--- config.mk ---
export PLATFORM = sky130hd
export DESIGN_NAME = cbus_arbiter_n
export DESIGN_NICKNAME = d
export VERILOG_FILES = /design/src/rtl/cbus_arbiter_n.sv
export SDC_FILE = /design/constraint.sdc
export NUM_CORES = 1
export LEC_CHECK = 0
export CORE_AREA = 2 2 253 255
export CTS_CLUSTER_SIZE = 25
export DETAILED_ROUTE_END_ITERATION = 16
export DIE_AREA = 0 0 255 257
export DONT_BUFFER_PORTS = 1
export GPL_TIMING_DRIVEN = 1
export PLACE_DENSITY_LB_ADDON = 0.12
export REMOVE_ABC_BUFFERS = 1
export SLEW_MARGIN = 5
export SYNTH_ARGS = -nofsm -noshare
export SYNTH_HDL_FRONTEND = slang
export SYNTH_SLANG_ARGS = --single-unit
export TNS_END_PERCENT = 100
--- constraint.sdc ---
create_clock -name clk -period 3.3 [get_ports clk]
set_input_delay 0.66 -clock clk [delete_from_list [all_inputs] [get_ports clk]]
set_output_delay 0.66 -clock clk [all_outputs]
set_load 0.05 [all_outputs]
--- src/rtl/cbus_arbiter_n.sv ---
// cbus_arbiter_n -- N-to-1 burst arbiter for the simplified cache bus.
//
// Grants one master per burst and holds the grant until the response beat
// carrying ready && last, then returns to IDLE for one bubble cycle before
// re-arbitrating. Arbitration is round-robin (RR_MODE=1) or fixed priority
// with index 0 highest (RR_MODE=0).
//
// Ports:
//   clk, reset  clock and synchronous active-high reset
//   ireqs       per-master requests (cbus_req_t, 151 b each)
//   iresps      per-master responses (cbus_resp_t, 66 b each)
//   oreq        request forwarded to the AXI converter
//   oresp       response from the AXI converter
//   busy        a burst is in progress
//   grant_idx   index of the granted master, valid while busy=1

package common;

    typedef enum logic [7:0] {
        MLEN1  = 8'd0,
        MLEN2  = 8'd1,
        MLEN4  = 8'd3,
        MLEN8  = 8'd7,
        MLEN16 = 8'd15
    } cbus_len_t;

    typedef struct packed {
        logic        valid;
        logic        is_write;
        logic [2:0]  size;
        logic [63:0] addr;
        logic [7:0]  strobe;
        logic [63:0] data;
        cbus_len_t   len;
        logic [1:0]  burst;
    } cbus_req_t;

    typedef struct packed {
        logic        ready;
        logic        last;
        logic [63:0] data;
    } cbus_resp_t;

endpackage

module cbus_arbiter_n
    import common::*;
#(
    parameter int NREQ    = 2,
    parameter bit RR_MODE = 1'b1,
    parameter int IDX_W   = (NREQ > 1) ? $clog2(NREQ) : 1
) (
    input  logic             clk,
    input  logic             reset,
    input  cbus_req_t        ireqs  [NREQ],
    output cbus_resp_t       iresps [NREQ],
    output cbus_req_t        oreq,
    input  cbus_resp_t       oresp,
    output logic             busy,
    output logic [IDX_W-1:0] grant_idx
);

    typedef enum logic {
        IDLE,
        BUSY
    } state_t;

    state_t           state;
    logic [IDX_W-1:0] rr_ptr;
    logic [IDX_W-1:0] winner;
    logic [IDX_W-1:0] scan_idx;
    logic             any_valid;

    // Scan starting at rr_ptr (round-robin) or at 0 (fixed priority); the
    // first valid index seen wins.
    always_comb begin
        any_valid = 1'b0;
        winner    = '0;
        scan_idx  = '0;
        for (int unsigned k = 0; k < NREQ; k++) begin
            scan_idx = IDX_W'(((RR_MODE ? 32'(rr_ptr) : 32'd0) + k) % NREQ);
            if (!any_valid && ireqs[scan_idx].valid) begin
                any_valid = 1'b1;
                winner    = scan_idx;
            end
        end
    end

    // Datapath is only opened while BUSY, so a request never reaches oreq
    // in the same cycle it is arbitrated.
    always_comb begin
        oreq = '0;
        for (int unsigned k = 0; k < NREQ; k++) begin
            iresps[k] = '0;
        end
        if (state == BUSY) begin
            oreq = ireqs[grant_idx];
            for (int unsigned k = 0; k < NREQ; k++) begin
                if (grant_idx == IDX_W'(k)) begin
                    iresps[k] = oresp;
                end
            end
        end
    end

    always_ff @(posedge clk) begin
        if (reset) begin
            state     <= IDLE;
            busy      <= 1'b0;
            grant_idx <= '0;
            rr_ptr    <= '0;
        end else begin
            case (state)
                IDLE: begin
                    if (any_valid) begin
                        state     <= BUSY;
                        busy      <= 1'b1;
                        grant_idx <= winner;
                    end
                end
                BUSY: begin
                    if (oresp.ready && oresp.last) begin
                        state <= IDLE;
                        busy  <= 1'b0;
                        if (RR_MODE) begin
                            rr_ptr <= (32'(grant_idx) == NREQ - 1) ? '0 : grant_idx + 1'b1;
                        end
                    end
                end
                default: begin
                    state <= IDLE;
                    busy  <= 1'b0;
                end
            endcase
        end
    end

endmodule

## Word-level counts from Yosys, hierarchy flattened

Cells that the tools add are included.

- Register bits: 4
- Input bits: 370
- Output and inout port bits: 285
- Logic and storage cells: 45

- $add $sub $neg: 2
- Magnitude comparators: 3
- Equal/unequal tests: 2
- Muxes and demuxes: 24
- Bitwise gates (word level): 4
- Reduce and logical (&&, ||, !) cells: 6

Operators with widths:

| operator | count |
|---|---|
| 151-bit 2-to-1 mux | 10 |
| 132-bit 2-to-1 mux | 1 |
| 66-bit 2-to-1 mux | 2 |
| 1-bit 2-to-1 mux | 9 |
| 2-bit >= comparator, second input constant | 3 |
| 1-bit NOT with 2-bit output | 3 |
| 2-bit AND reduction | 3 |
| 1-bit case mux with 2 select lines | 2 |
| 1-bit adder, second input constant | 2 |
| 1-bit logical AND | 2 |
| 2-bit by 1-bit != test with 1-bit output, second input constant | 1 |
| 2-bit != test, second input constant | 1 |
| 1-bit zero test | 1 |
| 1-bit NOT | 1 |

## Longest topological paths before layout

- Depth after elaboration: 10
- Depth in mapped cells: 5

## Worst setup path before layout

OpenSTA, ideal clock, no wires.

- Kind: register to output
- From: register grant_idx
- To: output oreq[10] (netlist name)
- Data arrival time: 1.917 ns
- Data required time: 2.640 ns
- Path slack: 0.723 ns
- Cell stages (with the launch flop): 6
- Path buffers: 3
- Path through: dfxtp_1 > buf_2 > buf_4 > buf_4 > mux2i_1 > nor2_1

RTL lines:

| what | line | text |
|---|---|---|
| start: declaration | 60 | `output logic [IDX_W-1:0] grant_idx` |
| start signal: assignment | 118 | `grant_idx <= winner;` |
| end: declaration | 57 | `output cbus_req_t oreq,` |

==> flow_results.org <==
** Clocking
- Number of clock sinks :: 4
- In this run the number of H-tree levels came out at 1.
- Hold repair after CTS inserted 0 buffers.
- The clock reaches the later pin of the worst-skew pair after ~0.22 ns.
- After clock tree synthesis, the repair step resized 0 gates.
- CTS clock-pin slew for the worst setup and hold paths :: roughly 0.030 ns
- After clock tree synthesis, the setup repair step added 0 buffers.
- The clock passes through at most 2 buffers.
- The number of clock buffers added by TritonCTS is 3.
- TritonCTS built the clock tree.
- CTS placed an instance of sky130_fd_sc_hd__clkbuf_16 at the clock tree root.

** Synth
- YS warnings :: 0
- Simple logic cell fraction of the synthesized area :: 0.4219
- In this run, distinct cell masters in the synthesized netlist total 18.
- The share of the synthesized area in compound gates (AO/OA/AOI/OAI) came to 0.01228.
- Of the total synthesized cell area, the portion taken by full adders, half adders and majority gates is 0.
- Sequential-to-total area share from yosys stat :: 0.02381
- Of the post-synthesis cell area, the part taken by muxes is 0.4494.
- Dominant combinational cell family by area after synthesis :: multiplexers
- Netlist area before placement :: around 3400 um2
- Averaged over all synthesized cells, the footprint is 6.647 um2.
- The synthesized design contains 4 register bits.
- Cell count after synthesis :: approximately 510
- Of the total synthesized cell area, the portion taken by XOR and XNOR cells is 0.

** Power
- Fraction of power consumed by sequential logic :: 0.040
- Of the total power, the clock network draws 0.118.
- Switching power of the nets :: approximately 1.1 mW
- Peak supply drop :: between 0.00009 and 0.0001 V
- In this run the static leakage power is about 2.2 nW.
- Internal power contribution :: 558.8 uW
- Net switching share of the total power :: 0.6609
- Combinational share of power :: 0.842
- Power density of the placed cells :: 299.5 nW/um2

** Placement
- Detailed placement ended at an HPWL of between 20000 and 30000 um.
- Placed cell area :: about 5400 um2
- The count of buffers added on input and output ports is 0.
- Routability cong. :: around 0.82

** Floorplanning
- Measured along the y axis, the die boundary spans 257 um.
- Chip width :: about 260 um
- Area of the die :: about 66000 um2
- Core Footprint :: 62740 um2
- Starting density of the core :: 0.05361
- In this run the core area contains 92 standard-cell rows.
- Boundary pin count :: about 660

** Layout
- Of the cells placed in the final design, the portion with a size suffix greater than 1 is 0.2799.
- The area growth from synthesis to layout is 63.62%.
- Commonest non-fill, non-tap cell in the layout :: sky130_fd_sc_hd__buf_4
- Measured on the finished design, the core utilization comes to 0.08771.
- The library cells used most frequently in the layout, excluding fill and tap cells, are sky130_fd_sc_hd__buf_4 (159), sky130_fd_sc_hd__mux2i_1 (151), sky130_fd_sc_hd__nor2_1 (150).
- The finished cells cover ~5500 um2.
- Count of nets after finishing :: slightly below 1000

** Routing
- Initial DRC count :: 136
- Summing over every cut layer, the via total after detailed routing is 4396.
- The first TritonRoute pass finished after 4 iterations.
- Once detail routing completed, the nets flagged for antenna violations numbered 0.
- After detailed routing, the number of vias per cell comes to around 3.0.
- Aggregate routed wire length :: between 20000 and 30000 um
- For this run, design rule violations remaining after detail routing come to 0.
- In the final routed layout, each cell accounts on average for between 15 and 20 um.

** Global route
- GRT Total Usage :: 0.07523
- In the global route stage, met1 resource usage came out at 0.07032.
- GR Layer Usage met2 :: 0.1665
- The initial antenna violation count came to 15.
- The number of global-route vias before repair is 4174.
- Largest net degree at the start of global routing :: 70
- The first global-routing pass estimated between 30000 and 40000 um of wire.
- In the global route stage, met3 resource usage came out at 0.009812.
- Overflow after GRT :: 0
- After global routing, the most crowded layer is met2.

** Critical path
- Kind of start point of the critical path :: register
- For the worst setup path, the data arrival time is between 1.5 and 2 ns.
- Cells along the critical path :: buf_4, mux2i_1, nor2_1, buf_4
- Worst path most repeated cell :: sky130_fd_sc_hd__buf_4
- Startpoint-to-endpoint class of the critical path :: register to output pin
- WP data required :: 2.64 ns
- The slowest stage of the critical path is the sky130_fd_sc_hd__buf_4 cell.
- Stage delay of the slowest cell on the critical path :: ~0.53 ns
- The worst register-to-register path begins at state.
- STA classifies the critical path endpoint as an output pin.
- Maximum fanout along the worst path :: 36
- The most critical setup path has its startpoint at grant_idx.

** STA
- The clock period could shrink to about 2.6 ns.
- Endpoints failing setup :: 0
- Adding up every negative setup slack in the final design gives 0 ns.
- RSZ-0062 raised after global routing :: no
- The clock arrives with ~0.0016 ns of skew.
- Worst slew margin :: 0.6146
- At the pin with the least slew margin, the transition time is approximately 0.56 ns.
- Of the available clock period, the critical path in the final layout requires 0.8018.
- The final number of hold-violating endpoints was 0.
- Based on the critical path, the design can be clocked at up to between 0.3 and 0.4 GHz.
- Across all hold checks on the routed design, the worst slack comes to just under 0.5 ns.
- The number of slew-limit violations in the final report is 0.

** Job
- Number of maximum-capacitance constraint violations :: 0

** Status
- Result of the run :: complete, no violations

** Hold path
- Worst hold-check path type :: input port to register
- Beginning of the worst hold path :: reset
## worst paths after layout
kind / end / cells after the start / slack [ns]
max reg2reg: rr_ptr / 4 / 1.79
min reg2reg: rr_ptr / 2 / 0.50
min: grant_idx / 1 / 0.49
max: oreq[74] / 4 / 0.65
## worst max-delay path, delay by kind of cell, from the launching register on
| kind | cells | cell delay [ns] |
|---|---|---|
| AND/OR/NAND/NOR | 1 | 0.08 |
| multiplexers | 1 | 0.43 |
| buffers and inverters | 2 | 0.73 |
| flip-flops | 1 | 0.48 |
## cell families (layout without fill, tap and decap cells)
group,after synthesis,in the layout
compound gates,6,6
simple gates,288,288
mux,151,151
other cells,0,4
flops,4,4
buf+inv,57,169
## synth_stat cells
cell type,number,area [um2]
sky130_fd_sc_hd__and2_1,66,412.9
sky130_fd_sc_hd__a21oi_1,1,5.000
sky130_fd_sc_hd__mux2i_1,151,1511
sky130_fd_sc_hd__o32ai_1,1,8.760
sky130_fd_sc_hd__dfxtp_1,4,80.08
sky130_fd_sc_hd__and3_1,67,419.2
sky130_fd_sc_hd__buf_2,12,60.06
sky130_fd_sc_hd__nor2_1,153,574.3
sky130_fd_sc_hd__buf_4,22,165.2
sky130_fd_sc_hd__nand2b_1,1,6.260
sky130_fd_sc_hd__a211oi_1,2,15.01
sky130_fd_sc_hd__buf_1,1,3.750
sky130_fd_sc_hd__inv_1,1,3.750
sky130_fd_sc_hd__o21ai_0,1,5.000
sky130_fd_sc_hd__nor2_2,1,6.260
sky130_fd_sc_hd__o211ai_1,1,7.510
sky130_fd_sc_hd__clkbuf_1,20,75.07
sky130_fd_sc_hd__inv_2,1,3.750
## power by group through the flow
stage,combinational (mW),sequential (mW),clock (mW)
CTS,1.41,0.0659,0.198
detailed placement,1.41,0.0666,0
floorplan,1.07,0.118,0
global placement,1.42,0.0662,0
global route,1.46,0.0659,0.204
finish,1.39,0.0653,0.195
## layer usage
metal	part of all wire	routed length (um)
met5	0	0
met2	0.58	16150
met4	0.019	533
met3	0.074	2068
met1	0.33	9090
## stage by stage
step,cells,setup WS (ns),power (mW)
finish,1468,0.6540,1.648
global route,1468,0.5105,1.734
CTS,1464,0.5415,1.672
detailed placement,1460,0.7827,1.474
global placement,1460,0.7952,1.486
floorplan,451,-5.993,1.193
## layout make-up
class | count | area (um2)
flip-flops and latches | 4 | 85.08
inverters | 2 | 12.51
fillers | 7362 | 57230
well taps | 846 | 1059
repair buffers | 163 | 1274
multi-input cells | 445 | 2984
clock buffers | 4 | 78.83
diodes | 4 | 10.01
## state kept, by name (all words and copies together), names as in the netlist
signal / count
busy: 1
grant_idx: 1
rr_ptr: 1
state: 1
(Power assumes the default switching activity.)
